### config.mk
export PLATFORM = sky130hd
export DESIGN_NAME = dp_decode_stage
export DESIGN_NICKNAME = d
export VERILOG_FILES = /design/src/rtl/dp_decode_stage.sv
export SDC_FILE = /design/constraint.sdc
export NUM_CORES = 1
export LEC_CHECK = 0
export ABC_AREA = 1
export CORE_ASPECT_RATIO = 0.8
export CORE_MARGIN = 1
export CORE_UTILIZATION = 48
export DETAILED_ROUTE_END_ITERATION = 16
export PLACE_DENSITY = 0.81
export SETUP_SLACK_MARGIN = 0.15
export SLEW_MARGIN = 10
export SYNTH_ARGS = -nofsm -noshare
export SYNTH_HDL_FRONTEND = slang
export SYNTH_SLANG_ARGS = --single-unit
### constraint.sdc
create_clock -name clk -period 3.5 [get_ports clk]
set_clock_uncertainty 0.2 [all_clocks]
set_input_delay 0.7 -clock clk [delete_from_list [all_inputs] [get_ports clk]]
set_output_delay 0.7 -clock clk [all_outputs]
set_load 0.05 [all_outputs]
### src/rtl/dp_decode_stage.sv
// Decode stage between fetch and execute: classifies an ARM instruction, reads up to two
// source registers from the bank (one or two ports) and forms immediate operands.
module dp_decode_stage #(
   parameter int DATA_W       = 32,
   parameter int NUM_RD_PORTS = 1
) (
   input  logic                             clk,
   input  logic                             rst_n,
   input  logic [31:0]                      in_instr,
   input  logic                             in_valid,
   output logic                             in_ready,
   output logic [DATA_W-1:0]                out_op1,
   output logic [DATA_W-1:0]                out_op2,
   output logic [11:0]                      out_op3,
   output logic [31:0]                      out_instr,
   output logic [3:0]                       out_type,
   output logic                             out_valid,
   input  logic                             out_ready,
   output logic [NUM_RD_PORTS-1:0]          rb_req,
   output logic [4*NUM_RD_PORTS-1:0]        rb_addr,
   input  logic [DATA_W*NUM_RD_PORTS-1:0]   rb_rdata,
   input  logic [NUM_RD_PORTS-1:0]          rb_ack,
   input  logic                             rb_busy
);

   typedef enum logic [2:0] {
      IDLE  = 3'd0,
      RD_A  = 3'd1,
      RD_B  = 3'd2,
      RD_AB = 3'd3,
      DONE  = 3'd4
   } state_t;

   typedef struct packed {
      logic [3:0]        kind;
      logic              need_a;
      logic              need_b;
      logic [3:0]        addr_a;
      logic [3:0]        addr_b;
      logic [DATA_W-1:0] imm;
   } dec_t;

   function automatic logic [31:0] ror_imm(input logic [7:0] imm8, input logic [3:0] rot);
      logic [63:0] dbl;
      dbl = {24'd0, imm8, 24'd0, imm8} >> {rot, 1'b0};
      return dbl[31:0];
   endfunction

   function automatic dec_t decode(input logic [31:0] ins);
      dec_t        d;
      logic [25:0] boff;
      d    = '0;
      boff = {ins[23:0], 2'b00};
      if (ins[31:28] == 4'hF) begin
         d.kind = 4'd15;
      end else if (ins[27:24] == 4'hF) begin
         d.kind = 4'd5;
      end else if (ins[27:25] == 3'b101) begin
         d.kind = 4'd3;
         d.imm  = DATA_W'($signed(boff));
      end else if (ins[27:25] == 3'b100) begin
         d.kind   = 4'd4;
         d.need_a = 1'b1;
         d.addr_a = ins[19:16];
         d.imm    = DATA_W'(ins[15:0]);
      end else if (ins[27:26] == 2'b01) begin
         d.kind   = 4'd2;
         d.need_a = 1'b1;
         d.addr_a = ins[19:16];
         if (ins[25]) begin
            d.need_b = 1'b1;
            d.addr_b = ins[3:0];
         end else begin
            d.imm = DATA_W'(ins[11:0]);
         end
      end else if (ins[27:22] == 6'b000000 && ins[7:4] == 4'b1001) begin
         d.kind   = 4'd1;
         d.need_a = 1'b1;
         d.addr_a = ins[3:0];
         d.need_b = 1'b1;
         d.addr_b = ins[11:8];
      end else if (ins[27:26] == 2'b00 && (ins[25] || !ins[7] || !ins[4])) begin
         d.kind   = 4'd0;
         // MOV and MVN have no first operand
         d.need_a = !(ins[24:21] == 4'b1101 || ins[24:21] == 4'b1111);
         d.addr_a = ins[19:16];
         if (ins[25]) begin
            d.imm = DATA_W'(ror_imm(ins[7:0], ins[11:8]));
         end else begin
            d.need_b = 1'b1;
            d.addr_b = ins[3:0];
         end
      end else begin
         d.kind = 4'd15;
      end
      return d;
   endfunction

   state_t            state_r;
   logic [31:0]       instr_r;
   logic              cap_a_r;
   logic              cap_b_r;
   logic [31:0]       dec_src_s;
   dec_t              dec_s;
   logic              req0_s;
   logic [3:0]        addr0_s;
   logic              ack0_s;
   logic              hit_a_s;
   logic              hit_b_s;
   logic              hit_b1_s;
   logic              done_ab_s;
   logic [DATA_W-1:0] rdata0_s;
   logic [DATA_W-1:0] rdata1_s;

   assign dec_src_s = (state_r == IDLE) ? in_instr : instr_r;
   assign dec_s     = decode(dec_src_s);
   assign in_ready  = (state_r == IDLE) && rst_n;
   assign ack0_s    = rb_ack[0];
   assign rdata0_s  = rb_rdata[DATA_W-1:0];

   // Port 0 request/address: A in RD_A and RD_AB, B in RD_B
   always_comb begin
      req0_s  = 1'b0;
      addr0_s = 4'd0;
      case (state_r)
         RD_A: begin
            addr0_s = dec_s.addr_a;
            req0_s  = !rb_busy && !cap_a_r;
         end
         RD_B: begin
            addr0_s = dec_s.addr_b;
            req0_s  = !rb_busy && !cap_b_r;
         end
         RD_AB: begin
            addr0_s = dec_s.addr_a;
            req0_s  = dec_s.need_a && !rb_busy && !cap_a_r;
         end
         default: begin
            addr0_s = 4'd0;
            req0_s  = 1'b0;
         end
      endcase
   end

   // Which read completes this cycle, and whether the parallel read set is complete
   always_comb begin
      hit_a_s = 1'b0;
      hit_b_s = hit_b1_s;
      if (req0_s && ack0_s) begin
         if (state_r == RD_B) begin
            hit_b_s = 1'b1;
         end else begin
            hit_a_s = 1'b1;
         end
      end else begin
         hit_a_s = 1'b0;
      end
      done_ab_s = (cap_a_r || hit_a_s || !dec_s.need_a) &&
                  (cap_b_r || hit_b_s || !dec_s.need_b);
   end

   generate
      if (NUM_RD_PORTS == 2) begin : g_two_port
         logic       req1_s;
         logic [3:0] addr1_s;

         // Port 1 only ever serves B, and only in RD_AB
         always_comb begin
            addr1_s = dec_s.addr_b;
            if (state_r == RD_AB && dec_s.need_b && !cap_b_r && !rb_busy) begin
               req1_s = 1'b1;
            end else begin
               req1_s = 1'b0;
            end
         end

         assign hit_b1_s = req1_s & rb_ack[1];
         assign rdata1_s = rb_rdata[2*DATA_W-1:DATA_W];
         assign rb_req   = {req1_s, req0_s};
         assign rb_addr  = {addr1_s, addr0_s};
      end else begin : g_one_port
         assign hit_b1_s = 1'b0;
         assign rdata1_s = '0;
         assign rb_req   = req0_s;
         assign rb_addr  = addr0_s;
      end
   endgenerate

   // Control FSM with registered outputs
   always_ff @(posedge clk or negedge rst_n) begin
      if (!rst_n) begin
         state_r   <= IDLE;
         instr_r   <= 32'd0;
         cap_a_r   <= 1'b0;
         cap_b_r   <= 1'b0;
         out_op1   <= '0;
         out_op2   <= '0;
         out_op3   <= 12'd0;
         out_instr <= 32'd0;
         out_type  <= 4'd0;
         out_valid <= 1'b0;
      end else begin
         case (state_r)
            IDLE: begin
               if (in_valid) begin
                  instr_r   <= in_instr;
                  out_instr <= in_instr;
                  out_type  <= dec_s.kind;
                  out_op3   <= in_instr[11:0];
                  out_op1   <= '0;
                  out_op2   <= dec_s.imm;
                  cap_a_r   <= 1'b0;
                  cap_b_r   <= 1'b0;
                  if (dec_s.need_a || dec_s.need_b) begin
                     out_valid <= 1'b0;
                     if (NUM_RD_PORTS == 2) begin
                        state_r <= RD_AB;
                     end else if (dec_s.need_a) begin
                        state_r <= RD_A;
                     end else begin
                        state_r <= RD_B;
                     end
                  end else begin
                     state_r   <= DONE;
                     out_valid <= 1'b1;
                  end
               end else begin
                  state_r <= IDLE;
               end
            end
            RD_A: begin
               if (hit_a_s) begin
                  out_op1 <= rdata0_s;
                  cap_a_r <= 1'b1;
                  if (dec_s.need_b) begin
                     state_r <= RD_B;
                  end else begin
                     state_r   <= DONE;
                     out_valid <= 1'b1;
                  end
               end else begin
                  state_r <= RD_A;
               end
            end
            RD_B: begin
               if (hit_b_s) begin
                  out_op2   <= rdata0_s;
                  cap_b_r   <= 1'b1;
                  state_r   <= DONE;
                  out_valid <= 1'b1;
               end else begin
                  state_r <= RD_B;
               end
            end
            RD_AB: begin
               if (hit_a_s) begin
                  out_op1 <= rdata0_s;
                  cap_a_r <= 1'b1;
               end else begin
                  cap_a_r <= cap_a_r;
               end
               if (hit_b1_s) begin
                  out_op2 <= rdata1_s;
                  cap_b_r <= 1'b1;
               end else begin
                  cap_b_r <= cap_b_r;
               end
               if (done_ab_s) begin
                  state_r   <= DONE;
                  out_valid <= 1'b1;
               end else begin
                  state_r <= RD_AB;
               end
            end
            DONE: begin
               if (out_ready) begin
                  state_r   <= IDLE;
                  out_valid <= 1'b0;
               end else begin
                  state_r <= DONE;
               end
            end
            default: begin
               state_r   <= IDLE;
               out_valid <= 1'b0;
            end
         endcase
      end
   end

endmodule

---- Word-level counts from Yosys, hierarchy flattened ----
Cells that the tools add are included.
storage, ports and cells
  word-level logic and storage cells ...... 121
  register bits after elaboration ......... 118
  input bits .............................. 70
cells by class
  mux-type cells .......................... 57
  eq/ne operators ......................... 19
  reductions and logical operators ........ 35
  shift operators ......................... 1
operators by type and width
  cell                                                             count
  32-bit 2-to-1 mux                                                9
  32-bit one-hot mux with 2 select lines                           2
  42-bit 2-to-1 mux                                                3
  46-bit 2-to-1 mux                                                1
  40-bit by 5-bit >> shifter with 32-bit output                    1
  4-bit 2-to-1 mux                                                 8
  3-bit 2-to-1 mux                                                 7
  4-bit == test, second input constant                             5
  1-bit 2-to-1 mux                                                 16
  3-bit one-hot mux with 5 select lines                            1
  14-bit 2-to-1 mux                                                1
  12-bit 2-to-1 mux                                                1
  2-bit inequality test, second input constant                     6
  10-bit 2-to-1 mux                                                1
  3-bit == test, second input constant                             3
  1-bit logical AND                                                9
  1-bit zero test                                                  8
  1-bit logical OR                                                 8
  4-bit one-hot mux with 2 select lines                            1
  3-bit by 2-bit == test with 1-bit output, second input constant  2
  6-bit zero test                                                  1
  3-bit AND reduction                                              2
  6-bit AND reduction                                              1
  5-bit 2-to-1 mux                                                 1
  other kinds (12)                                                 14

---- Longest topological paths before layout ----
  depth in word-level cells ............... 23
  mapped depth ............................ 21
  mapped depth without buffers ............ 20

---- Worst setup path after synthesis ----
Ideal clock, no wire load.
  path type ............................... register to output
  start point ............................. register state_r[0]
  end point ............................... output port rb_addr[0]
  path buffers ............................ 2
  setup slack ............................. -0.403 ns
  arrival ................................. 3.003 ns
  stages on the path, launching flop included .. 13
  cells stage by stage .................... dfrtp_1 nor2_4 nand2_4 buf_8 buf_6 nand3b_1 o21a_4 inv_1 nor2_2 inv_2 nor2_2 nand3_1 o311ai_1
between the ends
  longest elaborated chain between the ends .. 14
RTL lines
  element                                    RTL line  source
  start, declared                            99        state_t state_r;
  start signal, assigned                     192       state_r <= IDLE;
  start signal, assigned                     217       state_r <= RD_AB;
  start signal, assigned                     219       state_r <= RD_A;
  3-bit zero test                            115       assign dec_src_s = (state_r == IDLE) ? in_instr : instr_r;
  32-bit 2-to-1 mux                          115
  1-bit zero test                            82        end else if (ins[27:26] == 2'b00 && (ins[25] || !ins[7] || !ins[4])) begin
  1-bit logical OR (2 in series)             82
  1-bit logical AND                          82
  42-bit 2-to-1 mux                          82
  14-bit 2-to-1 mux                          76        end else if (ins[27:22] == 6'b000000 && ins[7:4] == 4'b1001) begin
  46-bit 2-to-1 mux                          66        end else if (ins[27:26] == 2'b01) begin
  4-bit 2-to-1 mux                           61        end else if (ins[27:25] == 3'b100) begin
  10-bit 2-to-1 mux                          58        end else if (ins[27:25] == 3'b101) begin
  42-bit 2-to-1 mux                          56        end else if (ins[27:24] == 4'hF) begin
  42-bit 2-to-1 mux                          54        if (ins[31:28] == 4'hF) begin
  4-bit one-hot mux with 2 select lines (*)  125       case (state_r)
  end, declared                              20        output logic [4*NUM_RD_PORTS-1:0] rb_addr,
Every way passes the cells marked *; elsewhere a longest branch is shown, timed or not.

---- Worst setup path after layout ----
Same ends and word-level chain as after synthesis.

==> run_summary.xml <==
<?xml version="1.0" encoding="UTF-8"?>
<metrics>
  <group name="run_status">
    <metric name="outcome" unit="">finished, final reports clean</metric>
  </group>
  <group name="finish">
    <metric name="synthToLayoutAreaGrowth" unit="%">47.01</metric>
    <metric name="multi_input_combinational_cell_area" unit="um2">3287</metric>
    <metric name="n_fill_cell" unit="">1028</metric>
    <metric name="nNetsFinal" unit="">1157</metric>
    <metric name="num_antenna_cells" unit="">0</metric>
    <metric name="final_cell_area" unit="um2">9524</metric>
    <metric name="final-seq-area" unit="um2">2654</metric>
    <metric name="drive_above_1_share" unit="%">19.32</metric>
    <metric name="postLayoutCoreUtil" unit="%">73.21</metric>
  </group>
  <group name="detailed_routing">
    <metric name="first_pass_iters" unit="">5</metric>
    <metric name="first_iter_violations" unit="">530</metric>
    <metric name="detail_route.vias_per_cell" unit="">5.350</metric>
    <metric name="routed_wirelength" unit="um">21220</metric>
    <metric name="route.detailed.drc" unit="">0</metric>
    <metric name="antenna_violating_nets_post_route" unit="">0</metric>
    <metric name="post_drt_wl_per_cell" unit="um">16.75</metric>
    <metric name="via_count" unit="">6778</metric>
  </group>
  <group name="worst_setup_path">
    <metric name="end_kind" unit="">output pin</metric>
    <metric name="worst_setup_path_startpoint" unit="">state_r[0]$_DFF_PN0_</metric>
    <metric name="crit_arrival" unit="ns">2.59</metric>
    <metric name="startpoint_type" unit="">flip-flop</metric>
    <metric name="critPathKind" unit="">reg -&gt; out</metric>
    <metric name="cp.required" unit="ns">2.60</metric>
    <metric name="worstReg2RegStart" unit="">state_r[0]$_DFF_PN0_</metric>
    <metric name="path_max_fanout" unit="">5</metric>
  </group>
  <group name="sta">
    <metric name="worst_hold_slack" unit="ns">0.02503</metric>
    <metric name="setup-violations-final" unit="">0</metric>
    <metric name="setup-tns-final" unit="ns">0</metric>
    <metric name="grt_setup_unrepaired" unit="">true</metric>
    <metric name="timing.final.max_slew_violations" unit="">0</metric>
    <metric name="relSlewSlack" unit="%">51.65</metric>
    <metric name="report.final.hold_viol_count" unit="">0</metric>
    <metric name="timing.fmax" unit="MHz">286.8</metric>
    <metric name="timing.final.crit_share" unit="%">99.62</metric>
    <metric name="setup_ws" unit="ns">0.01334</metric>
    <metric name="fin_crit" unit="ns">3.487</metric>
    <metric name="tightest_slew" unit="ns">0.7226</metric>
  </group>
  <group name="floorplan">
    <metric name="die-area" unit="um2">13970</metric>
    <metric name="design.portCount" unit="">189</metric>
    <metric name="initial_core_util" unit="%">49.80</metric>
    <metric name="core_region_area" unit="um2">13010</metric>
    <metric name="row_count" unit="">37</metric>
    <metric name="die_x" unit="um">131.9</metric>
    <metric name="fp.dieH" unit="um">105.9</metric>
  </group>
  <group name="synthesis">
    <metric name="synthesis.instances" unit="">855</metric>
    <metric name="post_synth_most_frequent_cells" unit="">sky130_fd_sc_hd__nand2_1 (239), sky130_fd_sc_hd__dfrtp_1 (106), sky130_fd_sc_hd__inv_1 (93), sky130_fd_sc_hd__o21ai_0 (84), sky130_fd_sc_hd__nand3_1 (33)</metric>
    <metric name="netlist_top_cells_area" unit="">sky130_fd_sc_hd__dfrtp_1 (41%), sky130_fd_sc_hd__nand2_1 (14%), sky130_fd_sc_hd__o21ai_0 (6.5%)</metric>
    <metric name="asyncSetResetFlopFracSynth" unit="%">100.0</metric>
    <metric name="synthesis.nets" unit="">925</metric>
    <metric name="synth_sequential_area_ratio" unit="%">40.94</metric>
    <metric name="synth_largest_type_area_fraction" unit="%">40.94</metric>
    <metric name="postSynth.topFlopCell" unit="">sky130_fd_sc_hd__dfrtp_1</metric>
    <metric name="synth.cell_area" unit="um2">6479</metric>
    <metric name="postSynthRegisterBits" unit="">106</metric>
    <metric name="ys_warn_count" unit="">0</metric>
    <metric name="synth.distinct_cells" unit="">45</metric>
    <metric name="yosysMostFrequentCell" unit="">sky130_fd_sc_hd__nand2_1</metric>
    <metric name="synth_top_area_cell" unit="">sky130_fd_sc_hd__dfrtp_1</metric>
    <metric name="syn-mean-instance-area" unit="um2">7.577</metric>
    <metric name="synth_edf_count" unit="">0</metric>
  </group>
  <group name="placement">
    <metric name="gpl.final_weighted_congestion" unit="">0.9516</metric>
    <metric name="placedInstanceArea" unit="um2">8797</metric>
    <metric name="pre_cts_ws" unit="ns">-0.2021</metric>
    <metric name="port-buffer-count" unit="">188</metric>
    <metric name="post-dp-hpwl" unit="um">15920</metric>
  </group>
  <group name="min_path">
    <metric name="holdCritPathClass" unit="">in -&gt; async</metric>
  </group>
  <group name="clock_network">
    <metric name="tritoncts" unit="">built</metric>
    <metric name="cts.htree.levels" unit="">3</metric>
    <metric name="clkSinkCount" unit="">106</metric>
    <metric name="ctsLongestPathBuffers" unit="">2</metric>
    <metric name="cts_made_buffers" unit="">9</metric>
    <metric name="postCtsHoldBufs" unit="">0</metric>
    <metric name="path_clk_slew" unit="ns">0.07</metric>
    <metric name="cts-root-buf" unit="">sky130_fd_sc_hd__clkbuf_16</metric>
    <metric name="clock_latency" unit="ns">0.35</metric>
  </group>
  <group name="pwr">
    <metric name="power.density" unit="nW/um2">1192</metric>
    <metric name="vdd.ir_drop.worst" unit="V">0.0007553</metric>
    <metric name="static-leakage-power" unit="nW">4.411</metric>
  </group>
  <group name="global_route">
    <metric name="grt_use_total" unit="%">31.24</metric>
    <metric name="grt_max_degree" unit="">52</metric>
    <metric name="grt_antenna_before_repair" unit="">0</metric>
    <metric name="grt_first_pass_wirelength" unit="um">34570</metric>
    <metric name="grt_overflow" unit="">0</metric>
    <metric name="first_global_vias" unit="">6591</metric>
  </group>
  <group name="run">
    <metric name="cap_violations" unit="">0</metric>
  </group>
</metrics>
[kinds of logic after synthesis]
family          count (synthesis)  synth area share [%]
simple gates                  377                 26.44
compound gates                211                 20.61
buf+inv                       157                 11.39
flops                         106                 40.94
mux                             4                0.6180
[cell usage in the layout (no fill, tap or decap), drive strengths merged, types with 2 or more instances in the layout]
cell             n
o211ai          23
a211oi           2
nand3           37
mux2i            4
buf             92
nand3b           5
nor2            42
or2              5
nand4           10
and2             2
o22ai            7
dfrtp          106
clkdlybuf4s50  177
o21a             2
nor3            10
clkbuf          11
inv            105
clkinvlp         2
o21ai          127
dlygate4sd2      4
a21oi           21
a2bb2oi          3
a22oi            9
o221ai          14
nand2          266
[worst max-delay path, stage by stage (launching register included)]
cell                       delay, ns
sky130_fd_sc_hd__dfrtp_1        0.41
sky130_fd_sc_hd__nor2_4         0.16
sky130_fd_sc_hd__buf_12         0.14
sky130_fd_sc_hd__nand3b_1       0.14
sky130_fd_sc_hd__nand2_4        0.11
sky130_fd_sc_hd__nor2_2         0.05
sky130_fd_sc_hd__inv_2          0.06
sky130_fd_sc_hd__nor3_2         0.04
sky130_fd_sc_hd__buf_4          0.14
sky130_fd_sc_hd__nor2_4         0.09
sky130_fd_sc_hd__inv_2          0.06
sky130_fd_sc_hd__nor2_4         0.15
sky130_fd_sc_hd__nand3_4        0.15
sky130_fd_sc_hd__o311ai_4       0.36
sky130_fd_sc_hd__buf_12         0.18
[worst paths after layout]
path	to	slack (ns)	depth (start not counted)
setup / recovery	rb_addr[0]	0.01	14
hold / removal	out_op1[3]$_DFFE_PN0P_	0.03	1
setup reg to reg	out_op2[12]$_DFFE_PN0P_	0.28	21
hold reg to reg	out_op1[1]$_DFFE_PN0P_	0.28	2
max in group asynchronous	out_op2[5]$_DFFE_PN0P_	2.16	2
min in group clk	out_op1[1]$_DFFE_PN0P_	0.28	2
[flip-flops by register name, indices dropped and copies added, names as in the netlist]
| name | count |
|---|---|
| cap_a_r | 1 |
| cap_b_r | 1 |
| instr_r | 21 |
| out_op1 | 32 |
| out_op2 | 32 |
| out_op3 | 11 |
| out_type | 4 |
| out_valid | 1 |
| state_r | 3 |
[cell type report]
type,count,area share (%)
Sequential cell,106,27.86
Multi-Input combinational cell,593,34.51
Inverter,104,4.151
Timing Repair Buffer,273,27.97
Clock buffer,11,2.549
Clock inverter,5,0.6569
Tap cell,175,2.299
[report_power, final]
| part | internal [mW] | leakage [nW] | total [mW] | switching (mW) |
|---|---|---|---|---|
| clock network | 0.579 | 0.142 | 1.05 | 0.472 |
| logic | 2.88 | 2.89 | 8.25 | 5.37 |
| registers | 1.71 | 1.38 | 2.05 | 0.335 |
[through the flow]
step / power (mW) / instances
after floorplan: 7.106 / 855
after global placement: 9.603 / 1226
after detailed placement: 9.668 / 1226
after CTS: 11.01 / 1259
after global routing: 12.02 / 1267
final: 11.35 / 1267
[repair_timing]
item,4_1_cts,5_1_grt
cloned,1,0
pin swaps,12,23
setup buffers,16,8
endpoints found under the setup margin,5,18
gates resized for setup,24,33
[routing by layer]
layer	share of wire, %	global-route usage (%)
met3	7.6	5.866
met4	0.88	5.233
met5	0	0
met1	48	47.06
met2	44	47.05
Power figures use the tool's default switching activity.
